===== src/rtl/sram_fifo_ctrl_if.sv =====
// rtl/sram_fifo_ctrl_if.sv - write/read valid-ready stream bundle for sram_fifo_ctrl
interface sram_fifo_ctrl_if #(
  parameter int DATA_W = 64
);
  logic              wr_valid;
  logic              wr_ready;
  logic [DATA_W-1:0] wr_data;
  logic              rd_valid;
  logic              rd_ready;
  logic [DATA_W-1:0] rd_data;

  modport master (
    output wr_valid, wr_data, rd_ready,
    input  wr_ready, rd_valid, rd_data
  );

  modport slave (
    input  wr_valid, wr_data, rd_ready,
    output wr_ready, rd_valid, rd_data
  );
endinterface


===== src/rtl/sram_fifo_ctrl.sv =====
// rtl/sram_fifo_ctrl.sv - FWFT FIFO over a 1rw1r SRAM macro; optional SRAM_FIFO_BYPASS_EN
module sram_fifo_ctrl #(
  parameter int DATA_W = 64,
  parameter int DEPTH  = 64,
  parameter int ADDR_W = 6
) (
  input  logic              clk,
  input  logic              rst_n,
  input  logic              flush,
  sram_fifo_ctrl_if.slave   bus,
  output logic [ADDR_W:0]   count,
  output logic              mem_rw_ce,
  output logic              mem_rw_we,
  output logic [ADDR_W-1:0] mem_rw_addr,
  output logic [DATA_W-1:0] mem_rw_wd,
  output logic              mem_r_ce,
  output logic [ADDR_W-1:0] mem_r_addr,
  input  logic [DATA_W-1:0] mem_r_rd
);
  localparam logic [ADDR_W:0]   DEPTH_C = (ADDR_W+1)'(DEPTH);
  localparam logic [ADDR_W-1:0] LAST_C  = ADDR_W'(DEPTH - 1);

  logic [ADDR_W-1:0] wptr, rptr;
  logic [ADDR_W:0]   mem_count, mem_count_n;
  logic              inflight;
  logic [1:0]        out_count, out_count_n;
  logic [DATA_W-1:0] buf0, buf1, buf0_n, buf1_n;

  logic              pop, wr_fire, byp_ok, byp_fire, mem_write, rd_issue, cap;
  logic [1:0]        kept, slots;
  logic [DATA_W-1:0] cap_data;

  // Occupancy and handshakes: count covers SRAM words, the pending read and the output buffer
  assign count        = mem_count + {{ADDR_W{1'b0}}, inflight} + {{(ADDR_W-1){1'b0}}, out_count};
  assign bus.rd_valid = (out_count != 2'd0);
  assign bus.rd_data  = buf0;
  assign bus.wr_ready = rst_n & ~flush & (count < DEPTH_C);
  assign pop          = bus.rd_valid & bus.rd_ready;
  assign wr_fire      = bus.wr_valid & bus.wr_ready;
  assign kept         = out_count - {1'b0, pop};
  assign slots        = kept + {1'b0, inflight};

`ifdef SRAM_FIFO_BYPASS_EN
  assign byp_ok = (mem_count == '0) & ~inflight & (kept < 2'd2);
`else
  assign byp_ok = 1'b0;
`endif

  assign byp_fire  = wr_fire & byp_ok;
  assign mem_write = wr_fire & ~byp_ok;
  // A read is issued only when the buffer is guaranteed room for the returning word
  assign rd_issue  = ~flush & (mem_count != '0) & (slots < 2'd2);

  assign mem_rw_ce   = mem_write;
  assign mem_rw_we   = mem_write;
  assign mem_rw_addr = wptr;
  assign mem_rw_wd   = mem_write ? bus.wr_data : '0;
  assign mem_r_ce    = rd_issue;
  assign mem_r_addr  = rptr;

  // Output buffer shift/append and SRAM word count next-state
  always_comb begin
    buf0_n      = buf0;
    buf1_n      = buf1;
    mem_count_n = mem_count;
    cap         = inflight | byp_fire;
    cap_data    = inflight ? mem_r_rd : bus.wr_data;
    if (pop && (out_count == 2'd2)) begin
      buf0_n = buf1;
    end
    if (cap) begin
      if (kept == 2'd0) begin
        buf0_n = cap_data;
      end else begin
        buf1_n = cap_data;
      end
    end
    out_count_n = kept + {1'b0, cap};
    if (mem_write && !rd_issue) begin
      mem_count_n = mem_count + (ADDR_W+1)'(1);
    end else if (!mem_write && rd_issue) begin
      mem_count_n = mem_count - (ADDR_W+1)'(1);
    end
  end

  // State registers; flush clears occupancy and drops any pending return
  always_ff @(posedge clk or negedge rst_n) begin
    if (!rst_n) begin
      wptr      <= '0;
      rptr      <= '0;
      mem_count <= '0;
      inflight  <= 1'b0;
      out_count <= 2'd0;
      buf0      <= '0;
      buf1      <= '0;
    end else if (flush) begin
      wptr      <= '0;
      rptr      <= '0;
      mem_count <= '0;
      inflight  <= 1'b0;
      out_count <= 2'd0;
    end else begin
      if (mem_write) begin
        wptr <= (wptr == LAST_C) ? '0 : wptr + ADDR_W'(1);
      end
      if (rd_issue) begin
        rptr <= (rptr == LAST_C) ? '0 : rptr + ADDR_W'(1);
      end
      mem_count <= mem_count_n;
      inflight  <= rd_issue;
      out_count <= out_count_n;
      buf0      <= buf0_n;
      buf1      <= buf1_n;
    end
  end
endmodule


===== src/flat_wrapper.sv =====
// flat-port wrapper written by rule: the top's interface ports become plain ports
module sram_fifo_ctrl_flat 
#(
  parameter int DATA_W = 64,
  parameter int DEPTH  = 64,
  parameter int ADDR_W = 6
)
  (clk, rst_n, flush, count, mem_rw_ce, mem_rw_we, mem_rw_addr, mem_rw_wd, mem_r_ce, mem_r_addr, mem_r_rd, bus_wr_valid, bus_wr_data, bus_rd_ready, bus_wr_ready, bus_rd_valid, bus_rd_data);
  sram_fifo_ctrl_if #(.DATA_W(DATA_W)) bus_i ();
  input  logic clk;
  input  logic rst_n;
  input  logic flush;
  output logic [ADDR_W:0] count;
  output logic mem_rw_ce;
  output logic mem_rw_we;
  output logic [ADDR_W-1:0] mem_rw_addr;
  output logic [DATA_W-1:0] mem_rw_wd;
  output logic mem_r_ce;
  output logic [ADDR_W-1:0] mem_r_addr;
  input  logic [DATA_W-1:0] mem_r_rd;
  input wire logic [$bits(bus_i.wr_valid)-1:0] bus_wr_valid;
  input wire logic [$bits(bus_i.wr_data)-1:0] bus_wr_data;
  input wire logic [$bits(bus_i.rd_ready)-1:0] bus_rd_ready;
  output wire logic [$bits(bus_i.wr_ready)-1:0] bus_wr_ready;
  output wire logic [$bits(bus_i.rd_valid)-1:0] bus_rd_valid;
  output wire logic [$bits(bus_i.rd_data)-1:0] bus_rd_data;
  assign bus_i.wr_valid = bus_wr_valid;
  assign bus_i.wr_data = bus_wr_data;
  assign bus_i.rd_ready = bus_rd_ready;
  assign bus_wr_ready = bus_i.wr_ready;
  assign bus_rd_valid = bus_i.rd_valid;
  assign bus_rd_data = bus_i.rd_data;
  sram_fifo_ctrl #(.DATA_W(DATA_W), .DEPTH(DEPTH), .ADDR_W(ADDR_W)) u_core (.clk(clk), .rst_n(rst_n), .flush(flush), .bus(bus_i), .count(count), .mem_rw_ce(mem_rw_ce), .mem_rw_we(mem_rw_we), .mem_rw_addr(mem_rw_addr), .mem_rw_wd(mem_rw_wd), .mem_r_ce(mem_r_ce), .mem_r_addr(mem_r_addr), .mem_r_rd(mem_r_rd));
endmodule

===== config.mk =====
export PLATFORM = sky130hd
export DESIGN_NAME = sram_fifo_ctrl_flat
export DESIGN_NICKNAME = d
export VERILOG_FILES = /design/src/rtl/sram_fifo_ctrl_if.sv /design/src/rtl/sram_fifo_ctrl.sv /design/src/flat_wrapper.sv
export SDC_FILE = /design/constraint.sdc
export NUM_CORES = 1
export LEC_CHECK = 0
export BUFFER_PORTS_ARGS = -buffer_cell sky130_fd_sc_hd__buf_2
export CORE_UTILIZATION = 44
export DETAILED_ROUTE_END_ITERATION = 10
export GPL_TIMING_DRIVEN = 1
export PLACE_DENSITY = 0.76
export SYNTH_ARGS = -nofsm -noshare
export SYNTH_HDL_FRONTEND = slang
export SYNTH_SLANG_ARGS = --single-unit

===== constraint.sdc =====
create_clock -name clk -period 3.4 [get_ports clk]
set_input_delay 1.02 -clock clk [delete_from_list [all_inputs] [get_ports clk]]
set_output_delay 1.02 -clock clk [all_outputs]
set_load 0.1 [all_outputs]

; ---- After elaboration in Yosys (flattened, before gate mapping)
; Cells that the tools add are included.
[op_classes]
order_cmp = 2
addsub = 8
mux = 15
n_bitwise = 8
n_eq_ne = 3
reduce_logical = 12
[op_table]
columns = op, count
row1 = $mux W64, 4
row2 = $mux W6, 6
row3 = $mux W7, 3
row4 = $add A6 B1 Y6 const B, 2
row5 = $eq A6 B6 Y1 const B, 2
row6 = $add A7 B1 Y7, 1
row7 = $add A7 B1 Y7 const B, 1
row8 = $add A7 B2 Y7, 1
row9 = $lt A7 B7 Y1 const B, 1
row10 = $reduce_bool A7 Y1, 1
row11 = $sub A7 B1 Y7 const B, 1
row12 = $and A1 B1 Y1, 6
row13 = $reduce_bool A2 Y1, 3
row14 = $logic_and A1 B1 Y1, 3
row15 = $reduce_and A3 Y1, 1
row16 = $reduce_bool A3 Y1, 1
row17 = $add A2 B1 Y2, 1
row18 = $eq A2 B2 Y1 const B, 1
row19 = $logic_not A1 Y1, 2
row20 = $logic_not A2 Y1, 1
row21 = $lt A2 B2 Y1 const B, 1
row22 = $mux W2, 1
row23 = $not A1 Y1, 2
row24 = $sub A2 B1 Y2, 1
row25 = $mux W1, 1
[word_totals]
reg_bits = 150
in_bits = 133
word_cells = 55

; ---- Logic depth before layout (Yosys ltp)
; Gate-level depths: netlist (run 1).
[depth]
depth_word = 10
mapped_depth = 19
mapped_depth_nobuf = 18

; ---- Least setup slack after synthesis (run 1)
; Ideal clock, no wire load.
[synth_path]
path_type = register -> register
startpoint = register u_core.out_count[1]
endpoint = register u_core.mem_count[6]
path_slack_ps = -945
arrival_ps = 4219
path_stages_with_launch = 20
period_less_slack_ps = 4345
setup_ps = 126
cell_sequence = dfrtp_1 -> inv_1 -> nand2_1 -> and2_1 -> ha_1 -> inv_1 -> ha_1 -> xor3_1 -> a21oi_2 -> nor2b_4 -> buf_6 -> nor2_1 -> inv_1 -> ha_1 -> nor2b_1 -> o31ai_1 -> a21oi_1 -> nand3b_1 -> a32oi_1 -> o21ai_1
[synth_between]
elab_chain_cells = 10
word_cells_on_any_way = 17
cone_classes = add/sub (3) / order compare (2) / mux (2) / bitwise (4) / reduce/logical (6)
[synth_rtl]
columns = element, line_no
row1 = "start, declared", sram_fifo_ctrl.sv:26  ; logic [1:0] out_count, out_count_n;
row2 = "start signal, assigned", sram_fifo_ctrl.sv:111  ; out_count <= out_count_n;
row3 = $reduce_bool A2 Y1 *, sram_fifo_ctrl.sv:35  ; assign bus.rd_valid = (out_count != 2'd0);
row4 = net bus_rd_valid, flat_wrapper.sv:25  ; output wire logic [$bits(bus_i.rd_valid)-1:0] bus_rd_valid;
row5 = $and A1 B1 Y1 *, sram_fifo_ctrl.sv:38  ; assign pop = bus.rd_valid & bus.rd_ready;
row6 = $sub A2 B1 Y2 *, sram_fifo_ctrl.sv:40  ; assign kept = out_count - {1'b0, pop};
row7 = $add A2 B1 Y2 *, sram_fifo_ctrl.sv:41  ; assign slots = kept + {1'b0, inflight};
row8 = $lt A2 B2 Y1 *, sram_fifo_ctrl.sv:52  ; assign rd_issue = ~flush & (mem_count != '0) & (slots < 2'd2);
row9 = $and A1 B1 Y1 *, sram_fifo_ctrl.sv:52
row10 = net mem_r_ce, flat_wrapper.sv:18  ; output logic mem_r_ce;
row11 = $logic_not A1 Y1, sram_fifo_ctrl.sv:79  ; if (mem_write && !rd_issue) begin
row12 = $logic_and A1 B1 Y1, sram_fifo_ctrl.sv:79
row13 = $mux W7, sram_fifo_ctrl.sv:79
row14 = $mux W7, sram_fifo_ctrl.sv:96  ; end else if (flush) begin
row15 = "end signal, assigned", sram_fifo_ctrl.sv:109  ; mem_count <= mem_count_n;
row16 = "end, declared", sram_fifo_ctrl.sv:24  ; logic [ADDR_W:0] mem_count, mem_count_n;
; Mark *: on every way through the listed nets, which the timed path passes. The rest lies on a longest branch.
; A chain may end at the register's enable or synchronous reset.

; ---- Final worst setup path (run 1)
[layout_path]
startpoint = register u_core.mem_count[0]
endpoint = output mem_rw_wd[53]
[layout_between]
elab_chain_cells = 6
[layout_rtl]
columns = element, line_no
row1 = $add A7 B1 Y7, sram_fifo_ctrl.sv:34  ; assign count = mem_count + {{ADDR_W{1'b0}}, inflight} + {{(ADDR_W-1){1'b0}}, out_count};
row2 = $add A7 B2 Y7, sram_fifo_ctrl.sv:34
row3 = $lt A7 B7 Y1, sram_fifo_ctrl.sv:37  ; assign bus.wr_ready = rst_n & ~flush & (count < DEPTH_C);
row4 = $and A1 B1 Y1, sram_fifo_ctrl.sv:37
row5 = $and A1 B1 Y1, sram_fifo_ctrl.sv:39  ; assign wr_fire = bus.wr_valid & bus.wr_ready;
row6 = $mux W64, sram_fifo_ctrl.sv:57  ; assign mem_rw_wd = mem_write ? bus.wr_data : '0;
row7 = "end, declared", flat_wrapper.sv:17  ; output logic [DATA_W-1:0] mem_rw_wd;
; Every way passes these cells.

==> impl_metrics.env, run 1 <==
export IMPL_status="finished, violations left"
export IMPL_violations="setup timing"
export IMPL_vias=6561
export IMPL_postRouteAntennaNets=0
export IMPL_synthArstFlopShare_pct=100
export IMPL_area_delta_synth_final_pct=57.6
export IMPL_grt_max_degree=152
export IMPL_p_seq_share_pct=25.8
export IMPL_startpoint_type="flip-flop"
export IMPL_antenna_found_initial=0
export IMPL_synth_edf_count=0
export IMPL_cts_hold_buf=0
export IMPL_antenna_cells=0
export IMPL_worst_setup_path_end_kind="primary output"
export IMPL_setup_tns_ns=-31.82
export IMPL_comb_power_share_pct=59.5
export IMPL_crit_fanout=16
export IMPL_initial_core_util_pct=45.2
export IMPL_synth_main_ff_cell="dfrtp_1"
export IMPL_synth_area_sq_um=7180
export IMPL_post_place_ws_ns=-0.366
export IMPL_synth_top_area_share_pct=52.3
export IMPL_fillers=1089
export IMPL_place_congestion=0.840
export IMPL_finClkSkew_ns=0.00811
export IMPL_routed_wl_mm=22.3
export IMPL_drt_iter0_drc=521
export IMPL_via_per_inst=5.46
export IMPL_die_w_um=130
export IMPL_period_needed_ns=3.89
export IMPL_synth_area_leader_cell="dfrtp_1"
export IMPL_synth_area_top_cells="dfrtp_1, mux2_2, a22oi_1, and3_1, nand2_1"
export IMPL_p_switching_uw=6410
export IMPL_tightest_slew_ns=0.782
export IMPL_dr_pass1_iters=6
export IMPL_grt_pass1_vias=6134
export IMPL_swShare_pct=53.7
export IMPL_root_buffer="clkbuf_16"
export IMPL_ys_seq_area_share_pct=52.3
export IMPL_detail_route_wl_per_cell_um=18.6
export IMPL_ys_ff_latch=150
export IMPL_hold_path_startpoint="u_core.bus.rd_data[42]$_DFFE_PN0N_"
export IMPL_worstHoldPathType="reg2reg"
export IMPL_io_pins=285
export IMPL_fin_nets=1119
export IMPL_final_hold_viol_count=0
export IMPL_fp_row_count=46
export IMPL_clk_pin_slew_ns=0.06
export IMPL_htreeDepth=4
export IMPL_max_freq_ghz=0.257
export IMPL_cts_sinks=150
export IMPL_clk_latency_ns=0.41
export IMPL_finalPower_uw=11900
export IMPL_avgSynthCellArea_sq_um=10.8
export IMPL_regArea_sq_um=3750
export IMPL_r2r_cells=18
export IMPL_grt_pass1_wl_mm=32.6
export IMPL_r2r_start="u_core.mem_count[0]$_DFFE_PN0P_"
export IMPL_die_h_um=130
export IMPL_leakage_uw=0.00521
export IMPL_die_area_sq_um=16800
export IMPL_drv_slew=0
export IMPL_r2r_end="u_core.mem_count[6]$_DFFE_PN0P_"
export IMPL_io_buffers=284
export IMPL_cts_tree="done"
export IMPL_ir_drop_v=0.000655
export IMPL_p_per_area_nw_per_um2=1060
export IMPL_drv_cap=0
export IMPL_grt_use_total_pct=25.2
export IMPL_ys_types=49
export IMPL_syn_num_nets=814
export IMPL_layout_drive_gt1_share_pct=53.5
export IMPL_multi_input_area_sq_um=3600
export IMPL_ff2ff_setup_slack_ns=-0.19
export IMPL_internal_power_uw=5520
export IMPL_relSlewSlack_pct=47.9
export IMPL_overflow=0
export IMPL_min_path_cells=2
export IMPL_critPathRequiredTime_ns=2.38
export IMPL_ys_warnings_count=0
export IMPL_floorplan_core_area_sq_um=15900
export IMPL_cts_made_buffers=17
export IMPL_min_to="u_core.bus.rd_data[42]$_DFFE_PN0N_"
export IMPL_hpwlAfterDp_mm=14.8
export IMPL_finalCritPeriodShare_pct=114
export IMPL_synth_cells=667
export IMPL_cts_buffer_depth=2
export IMPL_cp_arrival_ns=2.87
export IMPL_worst_setup_path_type="reg2out"
export IMPL_p_clk_share_pct=14.6
export IMPL_finalWorstSetupSlack_ns=-0.492
export IMPL_rsz0062_at_grt="yes"
export IMPL_drc=0
export IMPL_finalSetupViolCount=71
-- metrics by stage --
stage	instance area [sq um]	std cells	util, %	hold slack, ns
global route	11300	1201	71.2	0.497
floorplan	7570	667	-	0.459
detailed placement	10500	1156	65.8	0.465
CTS	11100	1189	69.6	0.480
global placement	10500	1156	65.8	0.456
finish	11300	1201	71.2	0.474
-- cells by family after synthesis --
family          after synthesis  synth area share, %
simple gates                196                 13.7
compound gates              165                 14.6
flops                       150                 52.3
mux                          65                 10.3
buf+inv                      62                 4.22
xor+xnor                     15                 2.14
fa+ha+maj                    14                 2.76
-- cell usage after synthesis (2+ instances only) --
library cell / count
mux2_1: 5
nor2b_1: 8
nand4_1: 4
inv_1: 10
a21o_1: 2
buf_6: 5
buf_2: 15
nor2_1: 15
a21oi_1: 10
a22o_1: 2
clkbuf_1: 28
o21ai_1: 14
xor2_1: 5
mux2_2: 59
nand3_1: 7
buf_4: 3
nand3b_1: 2
dfrtp_1: 150
nor3_1: 2
nor4_1: 2
nand2_1: 84
ha_1: 11
fa_1: 3
o21ai_0: 61
a22oi_1: 64
xnor2_1: 8
and3_1: 66
-- critical path: stages, from the launching register on --
cell and delay, ns:
dfrtp_1 0.36, inv_2 0.06, fa_2 0.40, fa_2 0.36, nand3b_1 0.23, buf_6 0.18
o21ai_4 0.16, buf_12 0.15, clkbuf_16 0.17, and3_4 0.21, buf_12 0.17
-- final cells by class --
type / instances / share of cell area, %
timing repair buffer: 337 / 27.2
inverter: 11 / 0.454
clock buffer: 18 / 3.88
sequential: 150 / 33.2
clock inverter: 14 / 1.05
multi-input combinational: 455 / 31.9
tap: 216 / 2.39
-- state kept, by name (all words and copies together), names as in the netlist --
| name | flops |
|---|---|
| u_core.mem_count | 7 |
| u_core.bus.rd_data | 64 |
| u_core.out_count | 2 |
| u_core.mem_rw_addr | 6 |
| u_core.cap | 1 |
| u_core.mem_r_addr | 6 |
| u_core.buf1 | 64 |
-- what timing repair did --
item	CTS	global route
pin swaps	1	11
resized for setup	3	23
endpoints found under the setup margin	70	75
endpoints found under the hold margin	0	0
gates cloned	1	3
buffers inserted	0	9
-- power groups by stage --
stage | combinational [uW] | sequential, uW | clock (uW)
6_report | 7100 | 3080 | 1750
2_1_floorplan | 2750 | 5610 | 0
3_5_place_dp | 6840 | 3090 | 0
5_1_grt | 7460 | 3180 | 1860
3_3_place_gp | 6710 | 3030 | 0
4_1_cts | 6900 | 3070 | 1780
-- routing by layer --
layer  global-route usage (%)  share of wire, %
met5                        0                 0
met4                     6.63               1.7
met3                     5.74               7.7
met2                     39.9                49
met1                     35.0                42
-- layout by cell type (no fill, tap or decap), types with 13 or more instances in the layout --
cell / count
buf_4: 36
o21ai_1: 13
nand2_1: 82
o21ai_0: 61
mux2_2: 59
buf_2: 212
buf_12: 78
dfrtp_1: 150
nor2_1: 13
and3_4: 64
clkbuf_16: 20
a22oi_1: 64
-- worst max path at each step --
stage | from | to | slack (ns) | depth (start not counted)
6_report | u_core.mem_count[0]$_DFFE_PN0P_ | mem_rw_wd[53] | -0.49 | 10
5_1_grt | u_core.mem_count[0]$_DFFE_PN0P_ | mem_rw_wd[39] | -0.55 | 10
4_1_cts | u_core.cap$_DFF_PN0_ | mem_rw_we | -0.48 | 11
3_5_place_dp | bus_rd_ready | u_core.mem_count[6]$_DFFE_PN0P_ | -0.37 | 17
3_3_place_gp | bus_rd_ready | u_core.mem_count[6]$_DFFE_PN0P_ | -0.29 | 17
2_1_floorplan | u_core.cap$_DFF_PN0_ | count[2] | -0.37 | 4
Note: power is estimated with default switching activity, not from simulation.
==> run 2, diff against run 1 <==
--- a/config.mk
+++ b/config.mk
@@ -7,9 +7,11 @@
 export LEC_CHECK = 0
 export BUFFER_PORTS_ARGS = -buffer_cell sky130_fd_sc_hd__buf_2
 export CORE_UTILIZATION = 44
+export CTS_CLUSTER_SIZE = 30
 export DETAILED_ROUTE_END_ITERATION = 10
 export GPL_TIMING_DRIVEN = 1
 export PLACE_DENSITY = 0.76
 export SYNTH_ARGS = -nofsm -noshare
 export SYNTH_HDL_FRONTEND = slang
 export SYNTH_SLANG_ARGS = --single-unit
+export TNS_END_PERCENT = 10
==> run 2 against run 1 <==
Compared with the run above:
- sequential share of layout area increased by 0.76 points
- critical path type unchanged
- clock skew increased by 0.0026 ns
- non-clock buffer count decreased by 4
- routed wire length decreased by 3.8%
- count of clock-buffer cells in the layout unchanged
- clock power increased by 5%
- largest cell class unchanged
- utilization decreased by 1.6 points
- the run still ends with setup timing left
==> impl_metrics.env, run 2 (same netlist as run 1, synthesis figures left out) <==
export IMPL_place_congestion=0.905
export IMPL_relSlewSlack_pct=33.6
export IMPL_worst_setup_path_end_kind="primary output"
export IMPL_leakage_uw=0.00521
export IMPL_fin_nets=1115
export IMPL_finish_utilization_pct=69.6
export IMPL_initial_core_util_pct=45.2
export IMPL_layout_drive_gt1_share_pct=52.2
export IMPL_io_buffers=284
export IMPL_setup_tns_ns=-34.44
export IMPL_cts_hold_buf=0
export IMPL_hold_path_startpoint="u_core.bus.rd_data[1]$_DFFE_PN0N_"
export IMPL_grt_use_total_pct=24.7
export IMPL_rsz0062_at_grt="yes"
export IMPL_root_buffer="clkbuf_16"
export IMPL_antenna_cells=0
export IMPL_detail_route_wl_per_cell_um=17.9
export IMPL_grt_pass1_wl_mm=31.4
export IMPL_clk_latency_ns=0.42
export IMPL_drc=0
export IMPL_finalCritPeriodShare_pct=116
export IMPL_die_area_sq_um=16800
export IMPL_p_per_area_nw_per_um2=1070
export IMPL_max_freq_ghz=0.254
export IMPL_cp_arrival_ns=2.91
export IMPL_via_per_inst=5.30
export IMPL_drv_slew=0
export IMPL_die_w_um=130
export IMPL_status="finished, violations left"
export IMPL_min_path_cells=2
export IMPL_routed_wl_mm=21.4
export IMPL_post_place_ws_ns=-0.419
export IMPL_layout_commonest_cell="buf_2"
export IMPL_crit_fanout=16
export IMPL_final_cell_mix="buf_2, dfrtp_1, nand2_1, buf_12, a22oi_1"
export IMPL_io_pins=285
export IMPL_grt_max_degree=81
export IMPL_final_hold_viol_count=0
export IMPL_floorplan_core_area_sq_um=15900
export IMPL_worst_setup_path_type="reg2out"
export IMPL_critPathRequiredTime_ns=2.38
export IMPL_tightest_slew_ns=0.996
export IMPL_hpwlAfterDp_mm=14.3
export IMPL_drv_cap=0
export IMPL_startpoint_type="flip-flop"
export IMPL_finalSetupViolCount=71
export IMPL_antenna_found_initial=0
export IMPL_violations="setup timing"
export IMPL_period_needed_ns=3.93
export IMPL_overflow=0
export IMPL_drt_iter0_drc=376
export IMPL_r2r_start="u_core.mem_count[0]$_DFFE_PN0P_"
export IMPL_finalWorstSetupSlack_ns=-0.532
export IMPL_dpl_cell_area_sq_um=10200
export IMPL_crit_start="u_core.mem_count[0]$_DFFE_PN0P_"
export IMPL_cts_made_buffers=17
export IMPL_finalPower_uw=11800
export IMPL_vias=6341
export IMPL_r2r_cells=17
export IMPL_fillers=1144
export IMPL_htreeDepth=4
export IMPL_fp_row_count=46
export IMPL_finClkSkew_ns=0.0107
export IMPL_worstHoldPathType="reg2reg"
export IMPL_clk_pin_slew_ns=0.06
export IMPL_grt_pass1_vias=6004
export IMPL_die_h_um=130
export IMPL_area_delta_synth_final_pct=54.1
export IMPL_cts_tree="done"
export IMPL_postRouteAntennaNets=0
export IMPL_cts_buffer_depth=2
export IMPL_ir_drop_v=0.000755
export IMPL_dr_pass1_iters=5
export IMPL_cts_sinks=150
export IMPL_final_area_sq_um=11100
-- run 2: final cells by class --
type	instances	area, sq um	area share, %
clock inverters	14	143	1.29
well taps	216	270	2.44
flip-flops and latches	150	3750	33.9
inverters	11	48.8	0.441
clock buffers	18	439	3.97
repair buffers	333	3020	27.3
multi-input cells	455	3380	30.6
-- run 2: repair_timing --
item                                    4_1_cts  5_1_grt
endpoints found under the setup margin       70       73
setup buffers                                 3        2
resized for setup                             8       30
cloned                                        1        5
pin swaps                                     7       15
-- run 2: report_power, final --
group | total, uW | internal (uW) | switching (uW) | leakage (uW)
clock | 1830 | 1050 | 784 | 0.000278
sequential | 3060 | 2600 | 465 | 0.00186
combinational | 6930 | 1880 | 5060 | 0.00307
total | 11800 | 5520 | 6310 | 0.00521
-- run 2: per-stage QoR --
step	hold slack, ns	instances
floorplan	0.459	667
CTS	0.480	1190
detailed placement	0.465	1154
finish	0.476	1197
global route	0.497	1197
global placement	0.456	1154
-- run 2: layer usage --
layer / up-vias / track usage, % / part of all wire (%)
met5: - / 0 / 0
met4: 0 / 9.03 / 1.9
met3: 21 / 7.01 / 6.8
met2: 245 / 43.2 / 52
met1: 3075 / 28.9 / 39
li1: 3000 / - / -
-- run 2: critical path, stage by stage, from the launching register on --
cell,delay (ns)
dfrtp_1,0.35
inv_2,0.06
fa_2,0.40
fa_2,0.34
nand3b_1,0.27
buf_6,0.19
o21ai_4,0.13
buf_12,0.17
buf_16,0.15
and3_2,0.22
buf_12,0.18
-- run 2: path summary, 6_finish.rpt --
| check | to | slack (ns) |
|---|---|---|
| min in group asynchronous | u_core.mem_count[5]$_DFFE_PN0P_ | 0.82 |
| setup reg to reg | u_core.mem_count[6]$_DFFE_PN0P_ | -0.17 |
| hold / removal | u_core.bus.rd_data[1]$_DFFE_PN0N_ | 0.48 |
| hold reg to reg | u_core.bus.rd_data[1]$_DFFE_PN0N_ | 0.48 |
| setup / recovery | mem_rw_wd[61] | -0.53 |
| max in group asynchronous | u_core.bus.rd_data[58]$_DFFE_PN0N_ | 1.05 |
==> run 3, diff against run 2 <==
==> constraint.sdc (replaced) <==
create_clock -name clk -period 3.5 [get_ports clk]
set_input_delay 1.05 -clock clk [delete_from_list [all_inputs] [get_ports clk]]
set_output_delay 1.05 -clock clk [all_outputs]
set_load 0.1 [all_outputs]
==> run 3 against run 2 <==
Compared with the run above:
- the flow still finishes with violations (setup timing)
- sequential power down 3%
- clock skew fell by 0.0026 ns
- utilization decreased by 1.6 points
- flip-flop and latch count is the same
- global-route usage rose by 1.4 points
- first-iteration DRC count decreased by 31%
- largest power group unchanged
==> impl_metrics.env, run 3 (same netlist as run 1, synthesis figures left out) <==
export IMPL_status="finished, violations left"
export IMPL_violations="setup timing"
export IMPL_finClkSkew_ns=0.00815
export IMPL_cp_arrival_ns=2.90
export IMPL_crit_slowest_cell="o311a_2"
export IMPL_final_cell_mix="buf_2, dfrtp_1, nand2_1, buf_12, a22oi_1"
export IMPL_final_area_sq_um=10800
export IMPL_finish_utilization_pct=68.1
export IMPL_drc=0
export IMPL_fillers=1188
export IMPL_p_per_area_nw_per_um2=1060
export IMPL_rsz0062_at_grt="yes"
export IMPL_postCtsSetupBuffers=0
export IMPL_finalSetupViolCount=70
export IMPL_die_w_um=130
export IMPL_root_buffer="clkbuf_16"
export IMPL_relSlewSlack_pct=37.1
export IMPL_cts_sinks=150
export IMPL_die_h_um=130
export IMPL_ir_drop_v=0.000729
export IMPL_cp_num_buf_inv=3
export IMPL_final_hold_viol_count=0
export IMPL_vias=6319
export IMPL_initial_core_util_pct=45.2
export IMPL_critPathRequiredTime_ns=2.45
export IMPL_cts_hold_buf=0
export IMPL_drv_cap=0
export IMPL_detail_route_wl_per_cell_um=18.5
export IMPL_die_area_sq_um=16800
export IMPL_post_place_ws_ns=-0.403
export IMPL_htreeDepth=4
export IMPL_hpwlAfterDp_mm=15.5
export IMPL_place_congestion=0.829
export IMPL_io_pins=285
export IMPL_finalWorstSetupSlack_ns=-0.452
export IMPL_cp_common_cell="fa_2"
export IMPL_worstHoldPathType="reg2reg"
export IMPL_worst_setup_path_type="reg2out"
export IMPL_fp_row_count=46
export IMPL_grt_pass1_vias=6228
export IMPL_clk_latency_ns=0.42
export IMPL_crit_fanout=20
export IMPL_period_needed_ns=3.95
export IMPL_floorplan_core_area_sq_um=15900
export IMPL_path_cells="inv_2 > fa_2 > fa_2 > nand3b_1 > o311a_2 > buf_4 > and3_2 > buf_12"
export IMPL_overflow=0
export IMPL_grt_use_total_pct=26.1
export IMPL_layout_drive_gt1_share_pct=51.3
export IMPL_drt_iter0_drc=261
export IMPL_postRouteAntennaNets=0
export IMPL_crit_path_max_incr_delay_ns=0.42
export IMPL_cts_buffer_depth=2
export IMPL_cp_top_family="adder cells"
export IMPL_setup_tns_ns=-28.53
export IMPL_antenna_found_initial=1
export IMPL_routed_wl_mm=22.0
export IMPL_grt_pass1_wl_mm=33.0
export IMPL_dr_pass1_iters=5
export IMPL_dpl_cell_area_sq_um=10100
export IMPL_layout_commonest_cell="buf_2"
export IMPL_area_delta_synth_final_pct=50.7
export IMPL_cts_tree="done"
export IMPL_via_per_inst=5.31
export IMPL_grt_max_degree=152
export IMPL_fin_nets=1106
export IMPL_tightest_slew_ns=0.941
export IMPL_fin_hold_ws_ns=0.471
export IMPL_clk_pin_slew_ns=0.06
export IMPL_worst_setup_path_end_kind="primary output"
export IMPL_leakage_uw=0.00516
export IMPL_drv_slew=0
export IMPL_cts_made_buffers=17
export IMPL_max_freq_ghz=0.253
export IMPL_finalCritPeriodShare_pct=113
export IMPL_startpoint_type="flip-flop"
export IMPL_io_buffers=284
==> run 3: area by class of cell <==
| class | count | area (sq um) | area share (%) |
|---|---|---|---|
| Clock inverter | 13 | 170 | 1.57 |
| Clock buffer | 19 | 443 | 4.10 |
| Tap cell | 216 | 270 | 2.50 |
| Sequential cell | 150 | 3750 | 34.7 |
| Inverter | 11 | 48.8 | 0.451 |
| Timing Repair Buffer | 324 | 2840 | 26.2 |
| Multi-Input combinational cell | 455 | 3290 | 30.4 |
| Antenna cell | 1 | 2.50 | 0.0231 |
==> run 3: repair_timing <==
item | CTS | global route
resized for setup | 5 | 7
pin swaps | 2 | 1
setup endpoints to repair | 70 | 72
==> run 3: power breakdown <==
group          internal, uW  leakage [uW]  switching [uW]  total [uW]
logic                  1690       0.00301            4870        6560
registers              2520       0.00186             462        2980
clock network          1150      0.000296             746        1900
total                  5360       0.00516            6080       11400
==> run 3: worst reg2reg max path, delay by kind of cell (launching register included) <==
| kind | cells | cell delay (ns) |
|---|---|---|
| adders and majority gates | 3 | 1.07 |
| AOI/OAI and AO/OA | 6 | 0.88 |
| and+or+nand+nor | 4 | 0.64 |
| buffers and inverters | 4 | 0.46 |
| DFF | 1 | 0.37 |
==> run 3: through the flow <==
stage	cells	total power, uW
6_report	1189	11400
5_1_grt	1189	12000
4_1_cts	1188	11500
3_5_place_dp	1156	9520
3_3_place_gp	1156	9350
2_1_floorplan	667	8060
==> run 3: routing by layer <==
layer | track usage [%] | share of wire, % | up-vias
met1 | 29.4 | 37 | 3080
met4 | 11.8 | 3.5 | 0
met2 | 45.0 | 51 | 238
met5 | 0 | 0 | -
met3 | 8.77 | 8.1 | 37
li1 | - | - | 2964
==> run 3: worst paths after layout <==
| path | start | end | slack (ns) | depth (start not counted) |
|---|---|---|---|---|
| setup / recovery | u_core.cap$_DFF_PN0_ | mem_rw_wd[45] | -0.45 | 8 |
| hold / removal | u_core.bus.rd_data[16]$_DFFE_PN0N_ | u_core.bus.rd_data[16]$_DFFE_PN0N_ | 0.47 | 2 |
| setup reg to reg | u_core.cap$_DFF_PN0_ | u_core.mem_count[6]$_DFFE_PN0P_ | -0.02 | 17 |
| hold reg to reg | u_core.bus.rd_data[16]$_DFFE_PN0N_ | u_core.bus.rd_data[16]$_DFFE_PN0N_ | 0.47 | 2 |
| max in group asynchronous | rst_n | u_core.buf1[37]$_DFFE_PN0P_ | 2.13 | 2 |
| min in group asynchronous | rst_n | u_core.mem_r_addr[0]$_DFFE_PN0P_ | 0.77 | 2 |
